**config.mk**
```make
export PLATFORM = sky130hd
export DESIGN_NAME = fifo_wptr_full_ctrl
export DESIGN_NICKNAME = d
export VERILOG_FILES = /design/src/rtl/fifo_wptr_full_ctrl.sv
export SDC_FILE = /design/constraint.sdc
export NUM_CORES = 1
export LEC_CHECK = 0
export BUFFER_PORTS_ARGS = -buffer_cell sky130_fd_sc_hd__buf_4
export CAP_MARGIN = 20
export CORE_ASPECT_RATIO = 1.75
export CORE_MARGIN = 2
export CORE_UTILIZATION = 57
export CTS_CLUSTER_DIAMETER = 150
export DETAILED_ROUTE_END_ITERATION = 6
export PLACE_DENSITY = 0.89
export REMOVE_ABC_BUFFERS = 1
export SLEW_MARGIN = 15
export SYNTH_ARGS = -nofsm -noshare
export SYNTH_HDL_FRONTEND = slang
export SYNTH_SLANG_ARGS = --single-unit
```
**constraint.sdc**
```tcl
create_clock -name clk -period 5.9 [get_ports clk]
set_input_delay 1.475 -clock clk [delete_from_list [all_inputs] [get_ports clk]]
set_output_delay 1.475 -clock clk [all_outputs]
set_load 0.02 [all_outputs]
```
**src/rtl/fifo_wptr_full_ctrl.sv**
```systemverilog
// fifo_wptr_full_ctrl
// Write-side pointer and flag controller for an asynchronous FIFO. It owns
// the binary write counter, produces the registered gray write pointer that
// crosses into the read domain, and derives full, almost-full and fill level
// from the read pointer already synchronized into this clock domain.
//
// Build option: define FIFO_WOVERFLOW_EN to build the sticky overflow
// detector. Without it, woverflow is tied low.

module fifo_wptr_full_ctrl #(
  parameter int addr_size_p    = 8,
  parameter int afull_thresh_p = 2**addr_size_p - 2
) (
  input  logic                   clk,
  input  logic                   rst,
  input  logic                   winc,
  input  logic [addr_size_p:0]   wq2_rptr,
  output logic                   wen,
  output logic [addr_size_p-1:0] waddr,
  output logic [addr_size_p:0]   wptr,
  output logic                   wfull,
  output logic                   walmost_full,
  output logic [addr_size_p:0]   wlevel,
  output logic                   woverflow
);

  typedef logic [addr_size_p:0] ptr_t;

  localparam ptr_t afull_thresh_lp = ptr_t'(afull_thresh_p);

  ptr_t wbin;
  ptr_t wbinnext;
  ptr_t wgraynext;
  ptr_t full_ptr;
  ptr_t rbin;
  ptr_t level_next;

  // A write is accepted only when the FIFO is not already full.
  assign wen   = winc & ~wfull;
  assign waddr = wbin[addr_size_p-1:0];

  // Next binary and gray write pointers; the counter wraps naturally.
  assign wbinnext  = wbin + ptr_t'(wen);
  assign wgraynext = (wbinnext >> 1) ^ wbinnext;

  // The write pointer is exactly one lap ahead of the read pointer when the
  // two top gray bits are inverted and the remaining bits match.
  assign full_ptr = {~wq2_rptr[addr_size_p:addr_size_p-1],
                     wq2_rptr[addr_size_p-2:0]};

  // Gray-to-binary conversion of the synchronized read pointer: each binary
  // bit is the XOR of all gray bits from the MSB down to that position.
  always_comb begin
    // NOTE: assigning a default first guarantees every bit is written on
    // every pass, so no latch is inferred.
    rbin = '0;
    for (int i = 0; i <= addr_size_p; i++) begin
      rbin[i] = ^(wq2_rptr >> i);
    end
  end

  // Fill level seen after this edge; may overstate the true fill because
  // the read pointer arrives late, which is the safe direction.
  assign level_next = wbinnext - rbin;

  // Pointer and flag registers, all updated from the next-state values so
  // full asserts on the same edge that writes the last slot.
  always_ff @(posedge clk or posedge rst) begin
    // NOTE: sequential state uses non-blocking assignments so every register
    // samples pre-edge values regardless of statement order. Only control
    // state is reset here; the FIFO storage itself lives elsewhere and needs
    // no reset because the pointers define which entries are valid.
    if (rst) begin
      wbin         <= '0;
      wptr         <= '0;
      wfull        <= 1'b0;
      walmost_full <= 1'b0;
      wlevel       <= '0;
    end else begin
      wbin         <= wbinnext;
      wptr         <= wgraynext;
      wfull        <= (wgraynext == full_ptr);
      walmost_full <= (level_next >= afull_thresh_lp);
      wlevel       <= level_next;
    end
  end

`ifdef FIFO_WOVERFLOW_EN
  // Sticky overflow: a write attempted while full sets it until reset.
  always_ff @(posedge clk or posedge rst) begin
    if (rst) begin
      woverflow <= 1'b0;
    end else if (winc && wfull) begin
      woverflow <= 1'b1;
    end
  end
`else
  assign woverflow = 1'b0;
`endif

endmodule
```
== Word level (Yosys, flattened, before mapping) ==
Cells that the tools add are included.
Word-level totals
  output and inout port bits: 30
  input port bits: 12
  logic and storage cells: 22
  register bits after elaboration: 29
Cells by class
  add/sub/neg operators: 2
  magnitude comparators: 1
  equality and inequality tests: 1
  reduce and logical (&&, ||, !) cells: 9
  bitwise gates (word level): 4
Operators by type and width (number)
  9-bit parity: 9
  9-bit by 1-bit adder with 9-bit output: 1
  9-bit == test: 1
  9-bit by 8-bit >= comparator with 1-bit output, second input constant: 1
  9-bit subtractor: 1
  8-bit by 9-bit bitwise XOR with 9-bit output: 1
  2-bit NOT: 1
  1-bit AND: 1
  1-bit NOT: 1

== Longest topological paths before layout ==
Gate-level depths: netlist of run 1.
  depth in word-level cells: 5
  mapped depth: 16
  mapped depth without buffers: 15

== Worst setup path after synthesis of run 1 ==
No wires, ideal clock.
  path kind: input to register
  start: input port wq2_rptr[8]
  end: register walmost_full
  buffers on the path: 0
  setup slack: 1.182 ns
  arrival time: 4.598 ns
  setup time: 0.120 ns
  stages: 15
  path through: xnor3_2 xnor2_4 xor2_2 xor2_2 xnor2_1 xnor2_1 ha_1 fa_1 nand2b_1 a21oi_1 maj3_1 a21oi_2 o21ai_0 xor2_1 a41o_1
On the way
  word-level cells in the longest chain between the ends: 3
RTL lines
  from (decl): RTL line 17  | input logic [addr_size_p:0] wq2_rptr,
  9-bit parity: RTL line 58  | rbin[i] = ^(wq2_rptr >> i);
  9-bit subtractor (*): RTL line 64  | assign level_next = wbinnext - rbin;
  net level_next[8]: RTL line 36  | ptr_t level_next;
  9-bit by 8-bit >= comparator with 1-bit output (*): RTL line 83  | walmost_full <= (level_next >= afull_thresh_lp);
  to (signal assigned): RTL line 83
  to (decl): RTL line 22  | output logic walmost_full,
The timed path passes the listed nets; every way through them passes the cells marked *.

== Worst setup path after layout of run 1 ==
Same ends and word-level chain as after synthesis.

==> results of run 1 <==
-- worst reg2reg max path, stage by stage, from the launching register on --
cell     delay [ps]
dfrtp_1         390
nor2b_1         220
ha_1            270
nand3_1         170
xor2_1          360
inv_1           120
ha_1            370
nor2_1          110
a21oi_1          80
maj3_1          400
a21oi_2         190
o21ai_0         140
xor2_1          180
a41o_1          210
-- registers in the layout, indices dropped and copies added (netlist names) --
name and flops:
wlevel 9, wbin 9, walmost_full 1, wptr 8, wfull 1
-- through the flow --
stage | instance area [sq um] | hold WS (ps)
floorplan | 1632 | 650.3
global placement | 1967 | 550.2
detailed placement | 1967 | 570.2
CTS | 2038 | 587.7
global route | 2066 | 610.2
finish | 2066 | 585.9
-- per-layer routing --
| layer | routed length, um | GRT usage (%) |
|---|---|---|
| met5 | 0 | 0 |
| met1 | 1158 | 24.19 |
| met2 | 1986 | 42.67 |
| met3 | 147 | 3.081 |
| met4 | 143 | 13.73 |
-- layout make-up --
cell class                 count  area share, %
clock buffer                   3          1.999
clock inverter                 1          1.454
inverter                       8          1.454
multi-input combinational    111          43.61
sequential                    28          33.92
tap                           28          1.696
timing repair buffer          41          15.87
-- worst max-delay path by stage --
stage                start      endpoint  slack [ps]  cells after the start
4_1_cts        wq2_rptr[8]  walmost_full         910                     16
3_3_place_gp   wq2_rptr[8]  walmost_full         960                     16
6_report       wq2_rptr[8]  walmost_full         920                     16
2_1_floorplan  wq2_rptr[8]  walmost_full        1180                     15
3_5_place_dp   wq2_rptr[8]  walmost_full         700                     16
5_1_grt        wq2_rptr[8]  walmost_full         630                     16
-- synthesized netlist by cell type, drive strengths merged (2+ instances only) --
cell,instances,share of area [%]
nand2,4,0.90
inv,8,1.8
nor2,9,2.0
nor2b,2,0.75
and4,2,1.1
nand2b,2,0.75
a21o,2,0.90
xor2,16,9.8
and3,2,0.75
a21oi,8,2.6
a31oi,2,0.75
xnor2,28,16
o21ai,5,1.5
buf,5,1.5
dfrtp,28,42
nor3,4,1.2
nand3,3,0.90
ha,8,6.0
clkbuf,3,0.68
a22oi,2,0.90
-- cell usage in the layout, fill, tap and decap left out, drive strengths merged --
cell type | netlist | layout
a2111oi | 1 | 1
a211o | 1 | 1
a21o | 2 | 2
a21oi | 8 | 8
a221oi | 1 | 1
a22oi | 2 | 2
a31oi | 2 | 2
a41o | 1 | 1
and2 | 1 | 1
and3 | 2 | 2
and4 | 2 | 2
buf | 5 | 41
bufinv | 0 | 1
clkbuf | 3 | 3
conb | 1 | 1
dfrtp | 28 | 28
fa | 1 | 1
ha | 8 | 8
inv | 8 | 8
maj3 | 1 | 1
nand2 | 4 | 4
nand2b | 2 | 2
nand3 | 3 | 3
nor2 | 9 | 9
nor2b | 2 | 2
nor3 | 4 | 4
o211ai | 1 | 1
o21a | 1 | 1
o21ai | 5 | 5
o31a | 1 | 1
xnor2 | 28 | 28
xnor3 | 1 | 1
xor2 | 16 | 16
-- power breakdown --
part / internal, mW / switching (mW) / total, mW
Clock: 0.0909 / 0.0593 / 0.150
Sequential: 0.282 / 0.0575 / 0.339
Combinational: 0.351 / 0.459 / 0.810
Total: 0.724 / 0.576 / 1.30
-- cells by family after synthesis --
logic type,count (synthesis),synth area share (%)
AO/OA/AOI/OAI,26,10.28
AND/OR/NAND/NOR,29,8.702
adder cells (fa/ha/maj),10,7.802
other,1,0.2248
XOR/XNOR,45,27.01
buffers and inverters,16,3.976
flip-flops,28,42.01
==> results.ini, run 1 <==
[clocking]
cts_made_buffers = 3
h-tree-depth = 1
path_clk_slew_ps = 100
clk_latency_ps = 280
cts_tree = done
cts_post_setup_buffers_inserted = 0
ctsHoldBuffers = 0
clockBufferDepth = 2
cts.root.buffer_cell = clkbuf_8
clock-sinks = 28
cts_resized = 0

[timing]
relSlewSlack_pct = 51.57
finalSetupTns_ps = 0
maxSlewViolCount = 0
rsz0062_at_grt = no
fmaxAchievable_mhz = 200.7
setup_slack_ps = 916.6
hold_viol_final = 0
fin_crit_ps = 4983
worst_pin_slew_ps = 721.3
finalCritPeriodShare_pct = 84.46
setup_viol = 0
clock_skew_ps = 5.467

[floorplan]
io_pins = 42
core_sq_um = 2863
rows = 26
dieArea_sq_um = 3392
initial_core_util_pct = 58.26
die_x_um = 44.89
fp.dieH_um = 75.56

[finish]
num-nets-final = 214
fill_cells = 222
regArea_sq_um = 700.7
post-route-util_pct = 72.16
drive_gt1_share_pct = 26.56
antennaDiodeCount = 0
multi_input_area_sq_um = 900.9
stdcell_count = 220
syn_to_final_growth_pct = 23.86

[power_and_ir_drop]
power.total_mw = 1.299
power_density_nw_per_um2 = 629.0
cellLeakagePower_nw = 0.9908
irDropWorstVdd_uv = 400.9

[drt]
wire_per_inst_um = 15.61
avgViaCountPerCell = 5.700
drt_iter0_markers = 36
routed_wl_mm = 3.435
vias = 1254
drtPass1Iterations = 4
ant_nets = 0
route.detailed.drc = 0

[yosys]
netlist_instances = 155
yosysSeqAreaShare_pct = 42.01
syn_area_sq_um = 1668
ys_seq_elements = 28
synth_warnings = 0
synth_flop_cell = dfrtp_1
async_flop_share_pct = 100.0
syn_avg_cell_area_sq_um = 10.76
ys_types = 37
synth_edf_count = 0

[placement]
dp_hpwl_mm = 2.616
pre_cts_ws_ps = 697.4
gp_congestion = 0.7698
place_inst = 215
port_buffers = 40

[global_routing]
grt_usage_pct = 23.18
grt_pass1_wl_mm = 5.699
grt_pass1_vias = 1300
antenna_found_initial = 0
grt_overflow = 0
grt_start_max_net_pins = 29

[critical_path]
critPathLaunchType = input port
max_stage_delay_ps = 530
r2r_start = wfull
end_kind = flip-flop
cp_data_required_time_ps = 6070
slowest_stage = xnor3_2
crit_buf_inv = 1
worst-path-max-fanout = 7
crit_family = XOR/XNOR gates
arrival_ps = 5150
reg2regPathDepth = 13
rr_endpoint = walmost_full
worstPathCellList = buf_4 -> xnor3_2 -> xnor2_4 -> xor2_2 -> xor2_2 -> xnor2_1 -> xnor2_1 -> ha_1 -> fa_1 -> nand2b_1 -> a21oi_1 -> maj3_1 -> a21oi_2 -> o21ai_0 -> xor2_1 -> a41o_1
crit_type = in -> reg
rrSetupSlack_ps = 2580

[min_path]
hold_path_end = wbin[8]
hp-start = wbin[8]
hold_class = reg -> reg
min_path_cells = 1

[job]
drv_cap = 0

[status]
status = completed

Note: power is estimated with default switching activity, not from simulation.
==> inputs of run 2 (changes only) <==
--- a/config.mk
+++ b/config.mk
@@ -9,10 +9,10 @@
 export CAP_MARGIN = 20
 export CORE_ASPECT_RATIO = 1.75
 export CORE_MARGIN = 2
-export CORE_UTILIZATION = 57
+export CORE_UTILIZATION = 47
 export CTS_CLUSTER_DIAMETER = 150
 export DETAILED_ROUTE_END_ITERATION = 6
-export PLACE_DENSITY = 0.89
+export PLACE_DENSITY = 0.79
 export REMOVE_ABC_BUFFERS = 1
 export SLEW_MARGIN = 15
 export SYNTH_ARGS = -nofsm -noshare
==> constraint.sdc (replaced) <==
create_clock -name clk -period 4.4 [get_ports clk]
set_input_delay 1.1 -clock clk [delete_from_list [all_inputs] [get_ports clk]]
set_output_delay 1.1 -clock clk [all_outputs]
set_load 0.02 [all_outputs]
==> run 2 against run 1 <==
Sequential power up 35%; routed wire length decreased by 1.7%; die area up 20%; critical path depth is the same; design area is 4.1% higher.
==> results.ini, run 2 (synthesized netlist as in run 1, its figures left out) <==
[status]
status = completed  ; unchanged

[critical_path]
critPathLaunchType = input port  ; unchanged
slowest_stage = xnor3_2  ; unchanged
crit_type = in -> reg  ; unchanged
cp_data_required_time_ps = 4570  ; was 6070 ps
worstPathCellList = buf_4 -> xnor3_2 -> xnor2_4 -> xor2_2 -> xor2_2 -> xnor2_2 -> xnor2_1 -> ha_1 -> fa_1 -> nand2b_1 -> a21oi_2 -> maj3_1 -> a21oi_2 -> o21ai_0 -> xor2_1 -> a41o_1  ; was buf_4 -> xnor3_2 -> xnor2_4 -> xor2_2 -> xor2_2 -> xnor2_1 -> xnor2_1 -> ha_1 -> fa_1 -> nand2b_1 -> a21oi_1 -> maj3_1 -> a21oi_2 -> o21ai_0 -> xor2_1 -> a41o_1
rr_endpoint = walmost_full  ; unchanged
max_stage_delay_ps = 460  ; was 530 ps
r2r_start = wfull  ; unchanged
end_kind = flip-flop  ; unchanged
reg2regPathDepth = 13  ; unchanged
worst-path-max-fanout = 3  ; was 7
arrival_ps = 4370  ; was 5150 ps
rrSetupSlack_ps = 1240  ; was 2580 ps

[min_path]
hold_class = reg -> reg  ; unchanged
hp-start = wbin[8]  ; unchanged
hold_path_end = wbin[8]  ; unchanged
min_path_cells = 1  ; unchanged

[clocking]
clock-sinks = 28  ; unchanged
clk_latency_ps = 280  ; about the same
clockBufferDepth = 2  ; unchanged
path_clk_slew_ps = 100  ; about the same
h-tree-depth = 1  ; unchanged
cts.root.buffer_cell = clkbuf_8  ; unchanged
ctsHoldBuffers = 0  ; unchanged
cts_tree = done  ; unchanged
cts_made_buffers = 3  ; unchanged

[drt]
wire_per_inst_um = 13.83  ; was 15.61 um
drt_iter0_markers = 38  ; was 36
avgViaCountPerCell = 5.115  ; was 5.700
vias = 1248  ; was 1254
drtPass1Iterations = 4  ; unchanged
routed_wl_mm = 3.375  ; was 3.435 mm
route.detailed.drc = 0  ; unchanged
ant_nets = 0  ; unchanged

[floorplan]
core_sq_um = 3398  ; was 2863 sq um
fp.dieH_um = 82.81  ; was 75.56 um
initial_core_util_pct = 49.08  ; was 58.26%
io_pins = 42  ; unchanged
die_x_um = 49.03  ; was 44.89 um
rows = 28  ; was 26
dieArea_sq_um = 4060  ; was 3392 sq um

[finish]
antennaDiodeCount = 0  ; unchanged
finalInstanceArea_sq_um = 2151  ; was 2066 sq um
regArea_sq_um = 700.7  ; unchanged
multi_input_area_sq_um = 912.1  ; was 900.9 sq um
num-nets-final = 221  ; was 214
drive_gt1_share_pct = 30.15  ; was 26.56%
fill_cells = 281  ; was 222
syn_to_final_growth_pct = 28.96  ; was 23.86%
final_common_cell = buf_4  ; unchanged
reg.largest.list = wbin (9), wlevel (9), wptr (8)  ; unchanged
mostFrequentLayoutCells = buf_4, dfrtp_1, xnor2_1  ; unchanged
post-route-util_pct = 63.29  ; was 72.16%

[power_and_ir_drop]
power.total_mw = 1.767  ; was 1.299 mW
irDropWorstVdd_uv = 465.0  ; was 400.9 uV
power_density_nw_per_um2 = 821.7  ; was 629.0 nW/um^2
cellLeakagePower_nw = 1.027  ; was 0.9908 nW

[placement]
dp_hpwl_mm = 2.623  ; was 2.616 mm
placed_area_sq_um = 2033  ; was 1967 sq um
port_buffers = 40  ; unchanged
gp_congestion = 0.8054  ; was 0.7698

[timing]
clock_skew_ps = 5.541  ; was 5.467 ps
setup_viol = 0  ; unchanged
hold_viol_final = 0  ; unchanged
fin_crit_ps = 4197
fmaxAchievable_mhz = 238.2
whs_ps = 584.4  ; was 585.9 ps
relSlewSlack_pct = 50.21  ; was 51.57%
worst_pin_slew_ps = 741.5  ; was 721.3 ps
finalCritPeriodShare_pct = 95.40
maxSlewViolCount = 0  ; unchanged

[global_routing]
grt_overflow = 0  ; unchanged
grt_usage_pct = 18.18  ; was 23.18%
antenna_found_initial = 0  ; unchanged
grt_pass1_wl_mm = 5.802  ; was 5.699 mm
grt_pass1_vias = 1296  ; was 1300
grt_start_max_net_pins = 29  ; unchanged

[job]
drv_cap = 0  ; unchanged

run 2: changes by cell type in the layout (fill, tap and decap cells not counted), sizes merged:
cell,previous run,this run
inv,8,7
clkinv,0,1
buf,41,48
run 2: metrics by stage:
step | worst slack, ps | instances | TNS, ps
floorplan | 56.99 | 147 | 0
finish | 202.6 | 244 | 0
CTS | 116.5 | 242 | 0
detailed placement | -172.2 | 238 | -218.0
global route | -14.96 | 244 | -14.96
global placement | 6.205 | 238 | 0
run 2: final cells by class:
cell class / instances / share of cell area [%]
multi-input cells: 111 / 42.41
flip-flops and latches: 28 / 32.58
repair buffers: 48 / 17.68
well taps: 45 / 2.618
clock buffers: 3 / 1.920
clock inverters: 1 / 1.396
inverters: 8 / 1.396
run 2: worst max-delay path, delay by kind of cell:
| family | cells | cell delay, ps |
|---|---|---|
| AND/OR/NAND/NOR | 1 | 180 |
| XOR/XNOR | 7 | 1490 |
| buffers and inverters | 1 | 90 |
| adder cells (fa/ha/maj) | 3 | 840 |
| AO/OA/AOI/OAI | 4 | 650 |
run 2: timing repair:
item | in CTS | in global routing
buffers inserted | 0 | 1
setup endpoints to repair | 0 | 2
gates resized for setup | 0 | 2
run 2: report_power, final:
part           switching [mW]  internal, mW  total [mW]
clock                  0.0819         0.122       0.204
combinational           0.604         0.503        1.11
sequential             0.0789         0.378       0.456
run 2: worst max-delay path by stage:
stage / from / endpoint / slack (ps) / cells after the start
after floorplan: wq2_rptr[8] / walmost_full / 60 / 15
after global placement: wq2_rptr[8] / walmost_full / 6 / 16
after detailed placement: wq2_rptr[8] / walmost_full / -170 / 16
after CTS: wq2_rptr[8] / walmost_full / 120 / 16
after global routing: wq2_rptr[8] / walmost_full / -10 / 16
final: wq2_rptr[8] / walmost_full / 200 / 16
run 2: per-layer routing:
metal / GRT usage (%) / part of all wire [%]
met5: 0 / 0
met3: 2.158 / 3.6
met1: 18.20 / 35
met4: 8.312 / 1.9
met2: 35.62 / 59
